<file path="config.mk">
export PLATFORM = sky130hd
export DESIGN_NAME = axi_ace_master_ctrl
export DESIGN_NICKNAME = d
export VERILOG_FILES = /design/src/rtl/axi_ace_master_ctrl.sv
export SDC_FILE = /design/constraint.sdc
export NUM_CORES = 1
export LEC_CHECK = 0
export ABC_AREA = 1
export BUFFER_PORTS_ARGS = -buffer_cell sky130_fd_sc_hd__buf_2
export CORE_AREA = 2 2 73 103
export CTS_CLUSTER_DIAMETER = 80
export DETAILED_ROUTE_END_ITERATION = 6
export DIE_AREA = 0 0 75 105
export GPL_ROUTABILITY_DRIVEN = 1
export GPL_TIMING_DRIVEN = 0
export PLACE_DENSITY = 0.8
export SETUP_SLACK_MARGIN = 0.4
export SLEW_MARGIN = 10
export SYNTH_ARGS = -nofsm -noshare
export SYNTH_HDL_FRONTEND = slang
export SYNTH_SLANG_ARGS = --single-unit
</file>
<file path="constraint.sdc">
create_clock -name clk -period 3.2 [get_ports clk]
set_input_delay 0.96 -clock clk [delete_from_list [all_inputs] [get_ports clk]]
set_output_delay 0.96 -clock clk [all_outputs]
set_load 0.03 [all_outputs]
</file>
<file path="src/rtl/axi_ace_master_ctrl.sv">
// Single-outstanding command sequencer driving AXI write/read and ACE snoop channels.
// Optional watchdog: define AXI_ACE_MASTER_TIMEOUT_EN to abort stalled bus phases.
module axi_ace_master_ctrl #(
  parameter int ADDR_W         = 6,
  parameter int DATA_W         = 32,
  parameter int TIMEOUT_CYCLES = 255
) (
  input  logic              clk,
  input  logic              rst_n,
  input  logic              cmd_valid,
  output logic              cmd_ready,
  input  logic [1:0]        cmd_op,
  input  logic [ADDR_W-1:0] cmd_addr,
  input  logic [DATA_W-1:0] cmd_wdata,
  output logic              rsp_valid,
  input  logic              rsp_ready,
  output logic [DATA_W-1:0] rsp_rdata,
  output logic              rsp_err,
  output logic              awvalid,
  input  logic              awready,
  output logic [ADDR_W-1:0] awaddr,
  output logic              wvalid,
  input  logic              wready,
  output logic [DATA_W-1:0] wdata,
  input  logic              bvalid,
  output logic              bready,
  output logic              arvalid,
  input  logic              arready,
  output logic [ADDR_W-1:0] araddr,
  input  logic              rvalid,
  output logic              rready,
  input  logic [DATA_W-1:0] rdata,
  output logic              acvalid,
  input  logic              acready,
  output logic [ADDR_W-1:0] acaddr,
  input  logic              crvalid,
  output logic              crready
);

  localparam logic [2:0] S_IDLE    = 3'd0;
  localparam logic [2:0] S_WR_REQ  = 3'd1;
  localparam logic [2:0] S_WR_RESP = 3'd2;
  localparam logic [2:0] S_RD_REQ  = 3'd3;
  localparam logic [2:0] S_RD_DATA = 3'd4;
  localparam logic [2:0] S_SN_REQ  = 3'd5;
  localparam logic [2:0] S_SN_RESP = 3'd6;
  localparam logic [2:0] S_DONE    = 3'd7;

  localparam logic [1:0] OP_WR = 2'b00;
  localparam logic [1:0] OP_RD = 2'b01;
  localparam logic [1:0] OP_SN = 2'b10;

  logic [2:0]        state_q, state_d;
  logic [ADDR_W-1:0] addr_q, addr_d;
  logic [DATA_W-1:0] wdata_q, wdata_d;
  logic [DATA_W-1:0] rdata_q, rdata_d;
  logic              aw_pend_q, aw_pend_d;
  logic              w_pend_q, w_pend_d;
  logic              err_q, err_d;
  logic              timeout;

`ifdef AXI_ACE_MASTER_TIMEOUT_EN
  localparam int CNT_W = $clog2(TIMEOUT_CYCLES + 1);

  logic [CNT_W-1:0] cnt_q, cnt_d;
  logic             wait_st;

  assign wait_st = (state_q != S_IDLE) && (state_q != S_DONE);
  // The counter reads 0 on the first cycle in a state, so TIMEOUT_CYCLES-1 is the last cycle allowed.
  assign timeout = wait_st && (cnt_q == CNT_W'(TIMEOUT_CYCLES - 1));

  always_comb begin
    cnt_d = '0;
    if (wait_st && (state_d == state_q)) cnt_d = cnt_q + 1'b1;
  end

  always_ff @(posedge clk or negedge rst_n) begin
    if (!rst_n) cnt_q <= '0;
    else        cnt_q <= cnt_d;
  end
`else
  logic unused_timeout_cfg;

  assign unused_timeout_cfg = (TIMEOUT_CYCLES != 0);
  assign timeout            = 1'b0;
`endif

  always_comb begin
    // NOTE: every _d takes its hold value first, so no path through the case can infer a latch.
    state_d   = state_q;
    addr_d    = addr_q;
    wdata_d   = wdata_q;
    rdata_d   = rdata_q;
    err_d     = err_q;
    aw_pend_d = aw_pend_q;
    w_pend_d  = w_pend_q;

    case (state_q)
      S_IDLE: begin
        if (cmd_valid) begin
          addr_d  = cmd_addr;
          wdata_d = cmd_wdata;
          rdata_d = '0;
          err_d   = 1'b0;
          case (cmd_op)
            OP_WR: begin
              state_d   = S_WR_REQ;
              aw_pend_d = 1'b1;
              w_pend_d  = 1'b1;
            end
            OP_RD:   state_d = S_RD_REQ;
            OP_SN:   state_d = S_SN_REQ;
            default: begin
              state_d = S_DONE;
              err_d   = 1'b1;
            end
          endcase
        end
      end
      S_WR_REQ: begin
        // AW and W retire independently; leave only once both have handshaken.
        if (awready) aw_pend_d = 1'b0;
        if (wready)  w_pend_d  = 1'b0;
        if (!aw_pend_d && !w_pend_d) state_d = S_WR_RESP;
      end
      S_WR_RESP: if (bvalid)  state_d = S_DONE;
      S_RD_REQ:  if (arready) state_d = S_RD_DATA;
      S_RD_DATA: begin
        if (rvalid) begin
          rdata_d = rdata;
          state_d = S_DONE;
        end
      end
      S_SN_REQ:  if (acready)   state_d = S_SN_RESP;
      S_SN_RESP: if (crvalid)   state_d = S_DONE;
      S_DONE:    if (rsp_ready) state_d = S_IDLE;
      default:   state_d = S_IDLE;
    endcase

    if (timeout && (state_d == state_q)) begin
      state_d   = S_DONE;
      err_d     = 1'b1;
      aw_pend_d = 1'b0;
      w_pend_d  = 1'b0;
    end
  end

  // NOTE: all state uses non-blocking assignments, and every flop is cleared by the async reset.
  always_ff @(posedge clk or negedge rst_n) begin
    if (!rst_n) begin
      state_q   <= S_IDLE;
      addr_q    <= '0;
      wdata_q   <= '0;
      rdata_q   <= '0;
      err_q     <= 1'b0;
      aw_pend_q <= 1'b0;
      w_pend_q  <= 1'b0;
    end else begin
      state_q   <= state_d;
      addr_q    <= addr_d;
      wdata_q   <= wdata_d;
      rdata_q   <= rdata_d;
      err_q     <= err_d;
      aw_pend_q <= aw_pend_d;
      w_pend_q  <= w_pend_d;
    end
  end

  // cmd_ready is gated by rst_n so every output reads 0 while reset is held.
  assign cmd_ready = rst_n && (state_q == S_IDLE);
  assign rsp_valid = (state_q == S_DONE);
  assign rsp_rdata = rdata_q;
  assign rsp_err   = err_q;

  assign awvalid = aw_pend_q;
  assign awaddr  = addr_q;
  assign wvalid  = w_pend_q;
  assign wdata   = wdata_q;
  assign bready  = (state_q == S_WR_RESP);
  assign arvalid = (state_q == S_RD_REQ);
  assign araddr  = addr_q;
  assign rready  = (state_q == S_RD_DATA);
  assign acvalid = (state_q == S_SN_REQ);
  assign acaddr  = addr_q;
  assign crready = (state_q == S_SN_RESP);

endmodule
</file>
Yosys cells after proc, flatten, opt, wreduce, memory -nomap -nowiden
Index checks and enable logic that the tools add are counted.
Widths: inputs -> output; s select.
{"block": "word_totals", "rom_bits": 0, "reg_bits": 76, "out_inout_bits": 92, "n_memories": 0, "ramBits": 0, "elab_cells": 60, "latchBits": 0, "input_bits": 83}
{"block": "classes", "multipliers": 0, "div_mod_pow": 0, "muxes": 22, "n_shift": 0, "magnitude_cmp": 0, "n_addsub": 0, "reduce_logical": 13, "n_bitwise": 0, "eq_ne": 18}
{"op": "$mux 32", "count": 2}
{"op": "$pmux 32 s2", "count": 1}
{"op": "$mux 3", "count": 8}
{"op": "$pmux 3 s8", "count": 1}
{"op": "$eq 3x3->1 const B", "count": 4}
{"op": "$ne 2x2->1 const B", "count": 5}
{"op": "$pmux 3 s3", "count": 1}
{"op": "$ne 2x1->1 const B", "count": 4}
{"op": "$reduce_and 8->1", "count": 1}
{"op": "$mux 1", "count": 7}
{"op": "$eq 3x2->1 const B", "count": 2}
{"op": "$reduce_and 3->1", "count": 2}
{"op": "$pmux 1 s2", "count": 2}
{"op": "$reduce_bool 2->1", "count": 2}
{"op": "$eq 3x1->1 const B", "count": 1}
{"op": "$logic_not 3->1", "count": 1}
{"op": "$reduce_or 3->1", "count": 1}
{"op": "$eq 2x1->1 const B", "count": 1}
{"op": "$eq 2x2->1 const B", "count": 1}
{"op": "$logic_and 1x1->1", "count": 2}
{"op": "$logic_not 1->1", "count": 2}
{"op": "$logic_not 2->1", "count": 1}
{"op": "$reduce_and 2->1", "count": 1}

Logic depth before layout (Yosys ltp)
Gate-level depths: netlist of run 1.
{"block": "logic_depth", "ltp_word": 6, "mapped_depth": 9, "ltp_nobuf": 9}

Worst setup path after synthesis of run 1
No wires, ideal clock.
{"block": "synth_timing", "path_type": "input to output", "from": "in rst_n", "to": "out cmd_ready", "arrival_ns": 1.397, "slack_ns": 0.843, "path_buffers": 0, "required_time_ns": 2.240, "path_stages": 2, "cell_sequence": "inv_1 > nor2_1"}
{"block": "synth_via", "elab_chain_len": 1}
{"element": "start, declared", "line": "9", "rtl": "input logic rst_n,"}
{"element": "$logic_and 1x1->1", "line": "170", "rtl": "assign cmd_ready = rst_n && (state_q == S_IDLE);"}
{"element": "end, declared", "line": "11", "rtl": "output logic cmd_ready,"}
No other way between the ends.

Worst setup path after layout of run 1
{"block": "layout_timing", "from": "reg state_q[0]", "to": "out rready"}
{"block": "layout_via", "elab_chain_len": 1}
{"element": "start, declared", "line": "53", "rtl": "logic [2:0] state_q, state_d;"}
{"element": "start signal, assigned", "line": "159", "rtl": "state_q <= state_d;"}
{"element": "$eq 3x3->1", "line": "182", "rtl": "assign rready = (state_q == S_RD_DATA);"}
{"element": "end, declared", "line": "31", "rtl": "output logic rready,"}
No other way between the ends.

==> key figures, run 1 <==
Status
  • Status: finished, final reports clean

CTS
  • CTS tree: yes
  • Post CTS Setup Buffer Count: 0
  • Clock Tree Buf Depth: 2
  • H-tree Lvls: 3
  • CTS Sinks: 76
  • CTS Buf Count: 9
  • Worst-path clk slew: ~0.080 ns
  • CTS root buf: clkbuf_8
  • Clock latency on the worst-skew pair: 0.33 ns

Route
  • Post-detailed-route via-to-cell ratio: between 4 and 5
  • DRT iter0 DRCs: 203
  • Vias: around 3,300
  • Final WL: 8.69 mm
  • DR WL/cell: 12.8 um
  • Drt drc: 0
  • 1st-pass router iterations: 5
  • Post-route ant nets: 0

Place
  • Hpwl dp: 6.56 mm
  • IO Port Bufs: roughly 170
  • RePlAce Congestion: 0.853
  • Dpl cells: around 660
  • Pre-CTS WS: roughly 0.14 ns

Setup path
  • Element type at the critical path end: output pin
  • Delay of the slowest critical-path stage: 0.36 ns
  • Buffers & Inverters on Critical Path: 4
  • CP Data Required Time: 2.24 ns
  • Worst-path cell chain: buf_4 -> nor2_2 -> inv_2 -> nor2_4 -> clkbuf_4 -> clkbuf_4
  • Reg-to-reg slack, setup: 1.71 ns
  • Critical-path top delay cell: dfrtp_1
  • Worst-case reg-to-reg path depth: 9
  • Most frequent CP cell: clkbuf_4
  • Crit Path Max Fanout: 10
  • Crit start category: register
  • Delay-heaviest family, CP: buffers and inverters
  • Crit path kind: register to output pin
  • WP depth: 6
  • Worst r2r dst: acaddr[4]
  • RR Startpoint: state_q[2]
  • Arrival time worst endpoint: 1.72 ns

Global route
  • Vias in the first global route: 3,239
  • GRT Util Overall: 0.231
  • Largest net degree at the start of global routing: 38
  • First-pass GRT wire length: 14.1 mm
  • Initial antenna violation count: 0
  • Gr ovfl total: 0

Die
  • Die W: 75 um
  • Starting Density: 0.484
  • Die Area: 0.00788 mm^2
  • I/O pin total: 175
  • Row count: 36
  • Die H: 105 um
  • Core area: 0.00689 mm^2

Synth
  • Synth Net Count: 474
  • FFs w/ async S/R, synth: 1.00
  • FF+latch count, synth: 76
  • Synth area leaders: dfrtp_1, nand2_1, nand3_1
  • Top-area cell type share of the netlist area: 0.570
  • Synth Instances: just under 400
  • Yosys top cell by area: dfrtp_1
  • Warnings, synthesis: 0
  • Prevailing post-synth register cell: dfrtp_1
  • Synth Cell Area: 0.00334 mm^2
  • Number of synthesized flops with an enable pin: 0
  • Distinct cells, synth: 20
  • Mean post-synth cell area: about 8.5 um^2
  • Register area share after synthesis: 0.570

Pwr
  • Power Density: ~1200 mW/mm^2
  • VDD IR max: 0.000588 V
  • P_leak: about 2.8 nW

Job
  • Max-capacitance violation count: 0

STA
  • Layout Skew: 0.0126 ns
  • Max frequency: 373 MHz
  • Final Critical Period: 2.68 ns
  • Final max-slew violation count: 0
  • RSZ-0062 raised after global routing: false
  • Final Hold Fails: 0
  • Final setup fails: 0
  • Tcrit/Tclk final: 0.837
  • Max_slew headroom: 0.722
  • Slack of the critical path: ~0.52 ns
  • Worst-Margin Slew: 0.417 ns

Layout
  • Ant diodes: 0
  • Final non-filler cell total: around 680
  • Final #Nets: 661
  • Synth-to-Final Area Change: 37.9%
  • Layout cells sized above 1: 0.393

Min path
  • Min-delay worst type: primary input to async pin
==> stage by stage <==
step	utilization	hold slack [ns]	instance area [um^2]	power, mW	setup TNS (ns)
after floorplan	-	0.558	3340	3.73	0
after global placement	0.628	0.450	4330	4.53	-0.464
after detailed placement	0.631	0.454	4350	4.61	0
after CTS	0.666	0.476	4590	5.34	0
after global routing	0.668	0.438	4600	5.67	0
final	0.668	0.449	4600	5.30	0
==> flip-flops by register name (all words and copies together), names as in the netlist <==
register   cells
acaddr         6
state_q        3
wvalid         1
rsp_rdata     32
rsp_err        1
awvalid        1
wdata         32
==> cells in the final DEF (no fill, tap or decap), types with 2 or more instances in the layout <==
cell / count
buf_2: 179
nand2_1: 166
dfrtp_1: 76
nand3_1: 40
o21ai_0: 26
inv_1: 16
buf_4: 15
clkbuf_8: 10
nor2_1: 9
o21ai_1: 9
clkbuf_1: 7
buf_6: 5
nor2_4: 4
nor2_2: 2
inv_2: 2
clkbuf_4: 2
nand2_2: 2
a22oi_1: 2
clkinv_2: 2
==> Yosys cell counts, types with 4 or more instances <==
cell type,instances
buf_2,8
buf_4,15
buf_6,5
clkbuf_1,5
dfrtp_1,76
inv_1,16
nand2_1,166
nand3_1,40
nor2_1,9
nor2_4,4
o21ai_0,26
o21ai_1,9
==> cell type report <==
class                      count  area, um^2
fill                         598        2290
sequential                    76        1900
multi-input combinational    263        1140
timing repair buffer         176         948
buffer                        34         235
clock buffer                  12         145
tap                           95         119
inverter                      18        67.6
clock inverter                 4        48.8
==> logic make-up (layout without fill, tap and decap cells) <==
logic type	after synthesis	count (layout)	synth area share
DFF	76	76	0.570
and+or+nand+nor	226	226	0.283
buffers and inverters	52	244	0.0900
AOI/OAI and AO/OA	37	37	0.0570
==> worst max-delay path by stage <==
| stage | start | end | slack (ns) |
|---|---|---|---|
| after floorplan | rst_n | cmd_ready | 0.84 |
| after global placement | rst_n | cmd_ready | -0.46 |
| after detailed placement | rst_n | cmd_ready | 0.14 |
| after CTS | rst_n | cmd_ready | 0.41 |
| after global routing | state_q[0] | rready | 0.40 |
| final | state_q[0] | rready | 0.52 |
==> timing repair <==
action / in CTS / in global routing
cloned: 1 / 0
hold buffers: 0 / 0
resized for setup: 3 / 3
setup endpoints to repair: 1 / 2
==> routing by layer <==
layer  GRT usage  share of wire  wire, um
met1       0.255           0.38      3290
met2       0.407           0.54      4710
met3      0.0569          0.049       430
met5           0              0         0
met4      0.0957          0.030       264
==> worst reg2reg max path, delay by kind of cell, from the launching register on <==
kind                   cells  cell delay [ns]
flip-flops                 1             0.38
buffers and inverters      4             0.53
AND/OR/NAND/NOR            5             0.47
==> power by group <==
part	internal [mW]	switching, mW	total, mW
clock network	0.381	0.331	0.712
logic	0.871	2.06	2.93
registers	1.41	0.247	1.66
No activity file was read; power rests on OpenSTA's default activity.
==> run 2: changes to the inputs <==
- ABC_AREA: 1 -> 0
- CORE_AREA: 2 2 73 103 -> 2 2 75 105
- DIE_AREA: 0 0 75 105 -> 0 0 77 107
- PLACE_DENSITY: 0.8 -> 0.74
- clock period: 3.2 -> 2.8 ns (I/O delays scaled with it)
==> key figures, run 2 <==
STA
  • Total Neg Setup Slack: 0 ns (unchanged)
  • RSZ-0062 raised after global routing: false (unchanged)
  • Max frequency: 429 MHz
  • Layout Skew: 0.00529 ns (was 0.0126 ns)
  • Max_slew headroom: 0.838 (was 0.722)
  • Final max-slew violation count: 0 (unchanged)
  • Final Hold Fails: 0 (unchanged)
  • Worst-Margin Slew: 0.242 ns (was 0.417 ns)
  • Final setup fails: 0 (unchanged)
  • Tcrit/Tclk final: 0.832
  • Final Critical Period: 2.33 ns

Global route
  • First-pass GRT wire length: 11.8 mm (was 14.1 mm)
  • GRT Util Overall: 0.186 (was 0.231)
  • Initial antenna violation count: 1 (was 0)
  • Gr ovfl total: 0 (unchanged)
  • Vias in the first global route: 2,502 (was 3,239)
  • Largest net degree at the start of global routing: 33 (was 38)

Route
  • DR WL/cell: 14.7 um (was 12.8 um)
  • Post-route ant nets: 0 (unchanged)
  • Final WL: 7.59 mm (was 8.69 mm)
  • Drt drc: 0 (unchanged)
  • 1st-pass router iterations: 4 (was 5)
  • DRT iter0 DRCs: 74 (was 203)
  • Vias: 2,491 (was 3,260)
  • Post-detailed-route via-to-cell ratio: 4.84 (was 4.81)

Place
  • RePlAce Congestion: 0.751 (was 0.853)
  • Dpl cell area: 0.00414 mm^2 (was 0.00435 mm^2)
  • Hpwl dp: 5.68 mm (was 6.56 mm)
  • IO Port Bufs: 174 (unchanged)
  • Dpl cells: 497 (was 661)

Synth
  • Synth Net Count: 308 (was 474)
  • Number of synthesized flops with an enable pin: 0 (unchanged)
  • FF+latch count, synth: 76 (unchanged)
  • Most common cell in the netlist: dfrtp_1 (was nand2_1)
  • Synth Area in Simple Gates: 0.0481 (was 0.283)
  • Warnings, synthesis: 0 (unchanged)
  • Mux cell area share after synthesis: 0.150 (was 0)
  • Mean post-synth cell area: 13.9 um^2 (was 8.54 um^2)
  • Register area share after synthesis: 0.610 (was 0.570)
  • Synth Cell Area: 0.00312 mm^2 (was 0.00334 mm^2)
  • Yosys top cell by area: dfrtp_1 (unchanged)
  • Distinct cells, synth: 31 (was 20)
  • FFs w/ async S/R, synth: 1.00 (unchanged)
  • Synth Instances: 225 (was 391)
  • Xor/xnor cell area share of the yosys netlist: 0.00281 (was 0)
  • Post-synthesis compound-gate area fraction: 0.118 (was 0.0570)
  • Prevailing post-synth register cell: dfrtp_1 (unchanged)
  • Main combinational cell family by area after synthesis: multiplexers (was simple AND/OR/NAND/NOR gates)
  • Top-area cell type share of the netlist area: 0.610 (was 0.570)
  • Synth area leaders: dfrtp_1, mux2_2, a22o_1 (was dfrtp_1, nand2_1, nand3_1)
  • Top cells by count, synth: dfrtp_1, mux2_2, a22o_1 (was nand2_1, dfrtp_1, nand3_1)
  • Synth Area in Adders: 0 (unchanged)

Layout
  • FILL cells: 628 (was 598)
  • Ant diodes: 0 (unchanged)
  • Final Cell Area: 0.00443 mm^2 (was 0.00460 mm^2)
  • Synth-to-Final Area Change: 42.1% (was 37.9%)
  • Layout Utilization: 0.606 (was 0.668)
  • Final #Nets: 496 (was 661)
  • Layout cells sized above 1: 0.632 (was 0.393)
  • Most common cell after layout, fill and taps aside: buf_2 (unchanged)
  • Most frequent cells in the layout: buf_2, dfrtp_1, mux2_2 (was buf_2, nand2_1, dfrtp_1)
  • Final non-filler cell total: 515 (was 678)

Setup path
  • Worst-case reg-to-reg path depth: 6 (was 9)
  • RR Startpoint: state_q[2] (unchanged)
  • Worst r2r dst: wdata[17] (was acaddr[4])
  • Reg-to-reg slack, setup: 1.11 ns (was 1.71 ns)
  • Setup crit start: rst_n (was state_q[0])
  • Crit Path Max Fanout: 16 (was 10)
  • Crit start category: primary input (was register)
  • Crit path to: cmd_ready (was rready)
  • Crit path kind: primary input to output pin (was register to output pin)
  • Element type at the critical path end: output pin (unchanged)
  • Arrival time worst endpoint: 1.49 ns (was 1.72 ns)
  • CP Data Required Time: 1.96 ns (was 2.24 ns)

CTS
  • CTS Sinks: 76 (unchanged)
  • CTS root buf: clkbuf_8 (unchanged)
  • Worst-path clk slew: 0.07 ns (was 0.08 ns)
  • CTS tree: yes (unchanged)
  • Clock Tree Buf Depth: 2 (unchanged)
  • Clock latency on the worst-skew pair: 0.34 ns (was 0.33 ns)
  • H-tree Lvls: 3 (unchanged)
  • CTS Buf Count: 9 (unchanged)

Die
  • I/O pin total: 175 (unchanged)
  • Starting Density: 0.426 (was 0.484)
  • Die Area: 0.00824 mm^2 (was 0.00788 mm^2)
  • Die W: 77 um (was 75 um)
  • Row count: 37 (was 36)
  • Core area: 0.00731 mm^2 (was 0.00689 mm^2)
  • Die H: 107 um (was 105 um)

Pwr
  • Tot Pwr: 5.83 mW (was 5.30 mW)
  • Power Density: 1320 mW/mm^2 (was 1150 mW/mm^2)
  • VDD IR max: 0.000754 V (was 0.000588 V)
  • P_leak: 2.38 nW (was 2.84 nW)

Status
  • Status: finished, final reports clean (unchanged)

Job
  • Max-capacitance violation count: 0 (unchanged)

Min path
  • Min-delay worst type: primary input to async pin (unchanged)
## run 2: cell types whose count changed in the layout (fill, tap and decap cells not counted), sizes merged, moves of 6 or more
cell / change
a21oi: +6
a22o: +32
clkbuf: -6
inv: -15
mux2: +38
nand2: -165
nand3: -37
nor2: -12
o21ai: -31
## run 2: layout make-up
type                    instances  area [um^2]  share of cell area
flip-flops and latches         76         1900               0.429
multi-input cells             115          998               0.225
repair buffers                177          976               0.220
plain buffers                  31          221              0.0500
clock buffers                  12          155              0.0350
well taps                      97          121              0.0274
clock inverters                 4         47.5              0.0107
inverters                       3         11.3             0.00254
## run 2: per-layer routing
layer	up-vias	track usage	wire, um
li1	1170	-	-
met1	1192	0.205	2860
met2	103	0.323	3970
met3	24	0.0396	492
met4	2	0.121	261
met5	-	0	7
## run 2: cells by family (layout without fill, tap and decap cells)
kind of cell    after synthesis  after routing
flops                        76             76
buf+inv                      34            227
simple gates                 25             25
mux                          42             42
xor+xnor                      1              1
compound gates               47             47
## run 2: what timing repair did
item / CTS / global route
hold buffers: 0 / 0
setup buffers: 0 / 0
cloned: 2 / 0
resized for setup: 6 / 3
setup endpoints to repair: 6 / 2
## run 2: per-stage QoR
step           hold WS, ns  setup slack [ns]
2_1_floorplan        0.544             0.433
3_3_place_gp         0.483            -0.650
3_5_place_dp         0.486             0.169
4_1_cts              0.306             0.416
5_1_grt              0.293             0.411
6_report             0.306             0.472
## run 2: worst min path at each step
stage / slack [ns] / startpoint / cells after the start / to
final: 0.31 / rst_n / 1 / rsp_rdata[7]
after global routing: 0.29 / rst_n / 1 / rsp_rdata[7]
after CTS: 0.31 / rst_n / 1 / rsp_rdata[3]
after detailed placement: 0.49 / rsp_rdata[2] / 1 / rsp_rdata[2]
after global placement: 0.48 / rsp_rdata[17] / 1 / rsp_rdata[17]
after floorplan: 0.54 / rst_n / 0 / acaddr[0]
## run 2: worst max-delay path, cell delays in order
cell    delay, ns
buf_8        0.16
buf_16       0.17
and2_1       0.12
buf_2        0.19
## run 2: report_power, final
part           total, mW  internal, mW  switching [mW]
clock              0.835         0.458           0.378
sequential          1.86          1.60           0.260
combinational       3.14          1.18            1.96
==> run 3: changes to the inputs <==
- CORE_AREA: 2 2 75 105 -> 2 2 78 110
- DIE_AREA: 0 0 77 107 -> 0 0 80 112
- PLACE_DENSITY: 0.74 -> 0.71
- clock period: 2.8 -> 2.04 ns (I/O delays scaled with it)
==> key figures, run 3 (same netlist as run 2, synthesis figures left out) <==
STA
  • Max_slew headroom: 0.818 (was 0.838)
  • Final Hold Fails: 0 (unchanged)
  • Layout Skew: 0.00622 ns (was 0.00529 ns)
  • Final Critical Period: 1.96 ns
  • Max frequency: 509 MHz
  • Final max-slew violation count: 0 (unchanged)
  • RSZ-0062 raised after global routing: true (was false)
  • Worst-Margin Slew: 0.272 ns (was 0.242 ns)
  • Tcrit/Tclk final: 0.963
  • Final setup fails: 0 (unchanged)

Place
  • IO Port Bufs: 174 (unchanged)
  • RePlAce Congestion: 0.796 (was 0.751)
  • Dpl cells: 502 (was 497)
  • Hpwl dp: 5.82 mm (was 5.68 mm)

Layout
  • Layout cells sized above 1: 0.674 (was 0.632)
  • Synth-to-Final Area Change: 66.9% (was 42.1%)
  • Layout Utilization: 0.650 (was 0.606)
  • Most frequent cells in the layout: buf_2, dfrtp_1, mux2_2 (unchanged)
  • Final non-filler cell total: 541 (was 515)
  • Ant diodes: 0 (unchanged)
  • Most common cell after layout, fill and taps aside: buf_2 (unchanged)
  • Final #Nets: 517 (was 496)

Die
  • Die H: 112 um (was 107 um)
  • Row count: 39 (was 37)
  • I/O pin total: 175 (unchanged)
  • Starting Density: 0.390 (was 0.426)
  • Die W: 80 um (was 77 um)
  • Core area: 0.00800 mm^2 (was 0.00731 mm^2)
  • Die Area: 0.00896 mm^2 (was 0.00824 mm^2)

Min path
  • Min-delay worst type: primary input to async pin (unchanged)

Global route
  • GRT Util Overall: 0.191 (was 0.186)
  • Vias in the first global route: 2,670 (was 2,502)
  • Initial antenna violation count: 0 (was 1)
  • Gr ovfl total: 0 (unchanged)
  • First-pass GRT wire length: 12.9 mm (was 11.8 mm)
  • Largest net degree at the start of global routing: 33 (unchanged)

CTS
  • Clock Tree Buf Depth: 2 (unchanged)
  • Clock latency on the worst-skew pair: 0.33 ns (was 0.34 ns)
  • CTS Sinks: 76 (unchanged)
  • CTS Buf Count: 9 (unchanged)
  • CTS root buf: clkbuf_16 (was clkbuf_8)
  • CTS tree: yes (unchanged)
  • H-tree Lvls: 3 (unchanged)
  • Worst-path clk slew: 0.06 ns (was 0.07 ns)

Pwr
  • VDD IR max: 0.000917 V (was 0.000754 V)
  • P_leak: 2.70 nW (was 2.38 nW)
  • Combinational share of power: 0.546 (was 0.538)
  • P_sw: 3.98 mW (was 2.60 mW)
  • Sequential share of power: 0.265 (was 0.319)
  • Switching portion of total power: 0.406 (was 0.446)
  • Int Power: 5.82 mW (was 3.23 mW)
  • Power Density: 1880 mW/mm^2 (was 1320 mW/mm^2)
  • Clock power share: 0.188 (was 0.143)

Setup path
  • Crit Path Max Fanout: 5 (was 16)
  • Crit path kind: register to output pin (was primary input to output pin)
  • Crit start category: register (was primary input)
  • Element type at the critical path end: output pin (unchanged)
  • Arrival time worst endpoint: 1.35 ns (was 1.49 ns)
  • CP Data Required Time: 1.43 ns (was 1.96 ns)

Status
  • Status: finished, final reports clean (unchanged)

Route
  • DR WL/cell: 16.3 um (was 14.7 um)
  • Post-route ant nets: 0 (unchanged)
  • 1st-pass router iterations: 4 (unchanged)
  • Drt drc: 0 (unchanged)
  • Final WL: 8.81 mm (was 7.59 mm)
  • DRT iter0 DRCs: 108 (was 74)
  • Vias: 2,630 (was 2,491)
  • Post-detailed-route via-to-cell ratio: 4.86 (was 4.84)

Job
  • Max-capacitance violation count: 0 (unchanged)
run 3: cell types whose count changed in the layout (fill, tap and decap cells not counted), moves of 2 or more:
| cell | before | now |
|---|---|---|
| and3b_1 | 2 | 0 |
| and3b_2 | 0 | 2 |
| buf_12 | 0 | 2 |
| buf_2 | 180 | 157 |
| buf_4 | 19 | 12 |
| buf_6 | 3 | 36 |
| buf_8 | 1 | 9 |
| bufinv_16 | 1 | 3 |
| clkbuf_16 | 0 | 16 |
| clkbuf_8 | 11 | 2 |
| nor3b_4 | 0 | 2 |
run 3: through the flow:
step / hold slack (ns) / TNS (ns) / worst slack (ns) / power, mW / instance area, um^2
2_1_floorplan: 0.316 / 0 / 0.389 / 5.70 / 3160
3_3_place_gp: 0.484 / -8.02 / -0.954 / 6.85 / 4160
3_5_place_dp: 0.477 / -0.130 / -0.130 / 6.97 / 4190
4_1_cts: 0.0937 / 0 / 0.0791 / 9.40 / 4890
6_report: 0.101 / 0 / 0.0764 / 9.80 / 5200
5_1_grt: 0.0943 / 0 / 0.0381 / 10.3 / 5200
run 3: path summary, 6_finish.rpt:
path | from | end | slack [ns] | depth (start not counted)
worst max-delay path | state_q[1] | arvalid | 0.08 | 4
worst max register to register | state_q[1] | rsp_rdata[15] | 0.23 | 7
max in group asynchronous | rst_n | wdata[6] | 1.39 | 2
min in group clk | awready | awvalid | 0.47 | 2
worst min-delay path | rst_n | wdata[8] | 0.10 | 1
worst min register to register | wdata[28] | wdata[28] | 0.50 | 1
run 3: timing repair:
item | 4_1_cts | 5_1_grt
gates resized for setup | 56 | 40
cloned | 4 | 6
hold endpoints to repair | 0 | 0
hold buffers | 0 | 0
pin swaps | 4 | 30
endpoints found under the setup margin | 57 | 92
buffers inserted | 9 | 4
run 3: area by class of cell:
cell class / count / area, um^2
flip-flops and latches: 76 / 1900
fillers: 620 / 2800
inverters: 3 / 11.3
clock inverters: 6 / 111
plain buffers: 31 / 389
repair buffers: 198 / 1360
clock buffers: 10 / 239
well taps: 102 / 128
multi-input cells: 115 / 1060
run 3: per-layer routing:
metal  vias to the layer above  part of all wire  GRT usage
li1                       1217                 -          -
met1                      1290              0.36      0.203
met2                       105              0.56      0.341
met3                        18             0.050     0.0486
met4                         0             0.025     0.0949
met5                         -                 0          0
run 3: critical path: stages (launching register included):
cell       delay [ns]
dfrtp_1          0.40
buf_6            0.14
clkbuf_16        0.15
and3b_2          0.20
buf_6            0.13
run 3: power groups by stage:
stage               sequential, mW  combinational [mW]  clock, mW
floorplan                     3.87                1.83          0
global placement              2.54                4.31          0
detailed placement            2.58                4.38          0
CTS                           2.57                4.95       1.87
global route                  2.68                5.63       1.96
finish                        2.60                5.35       1.85
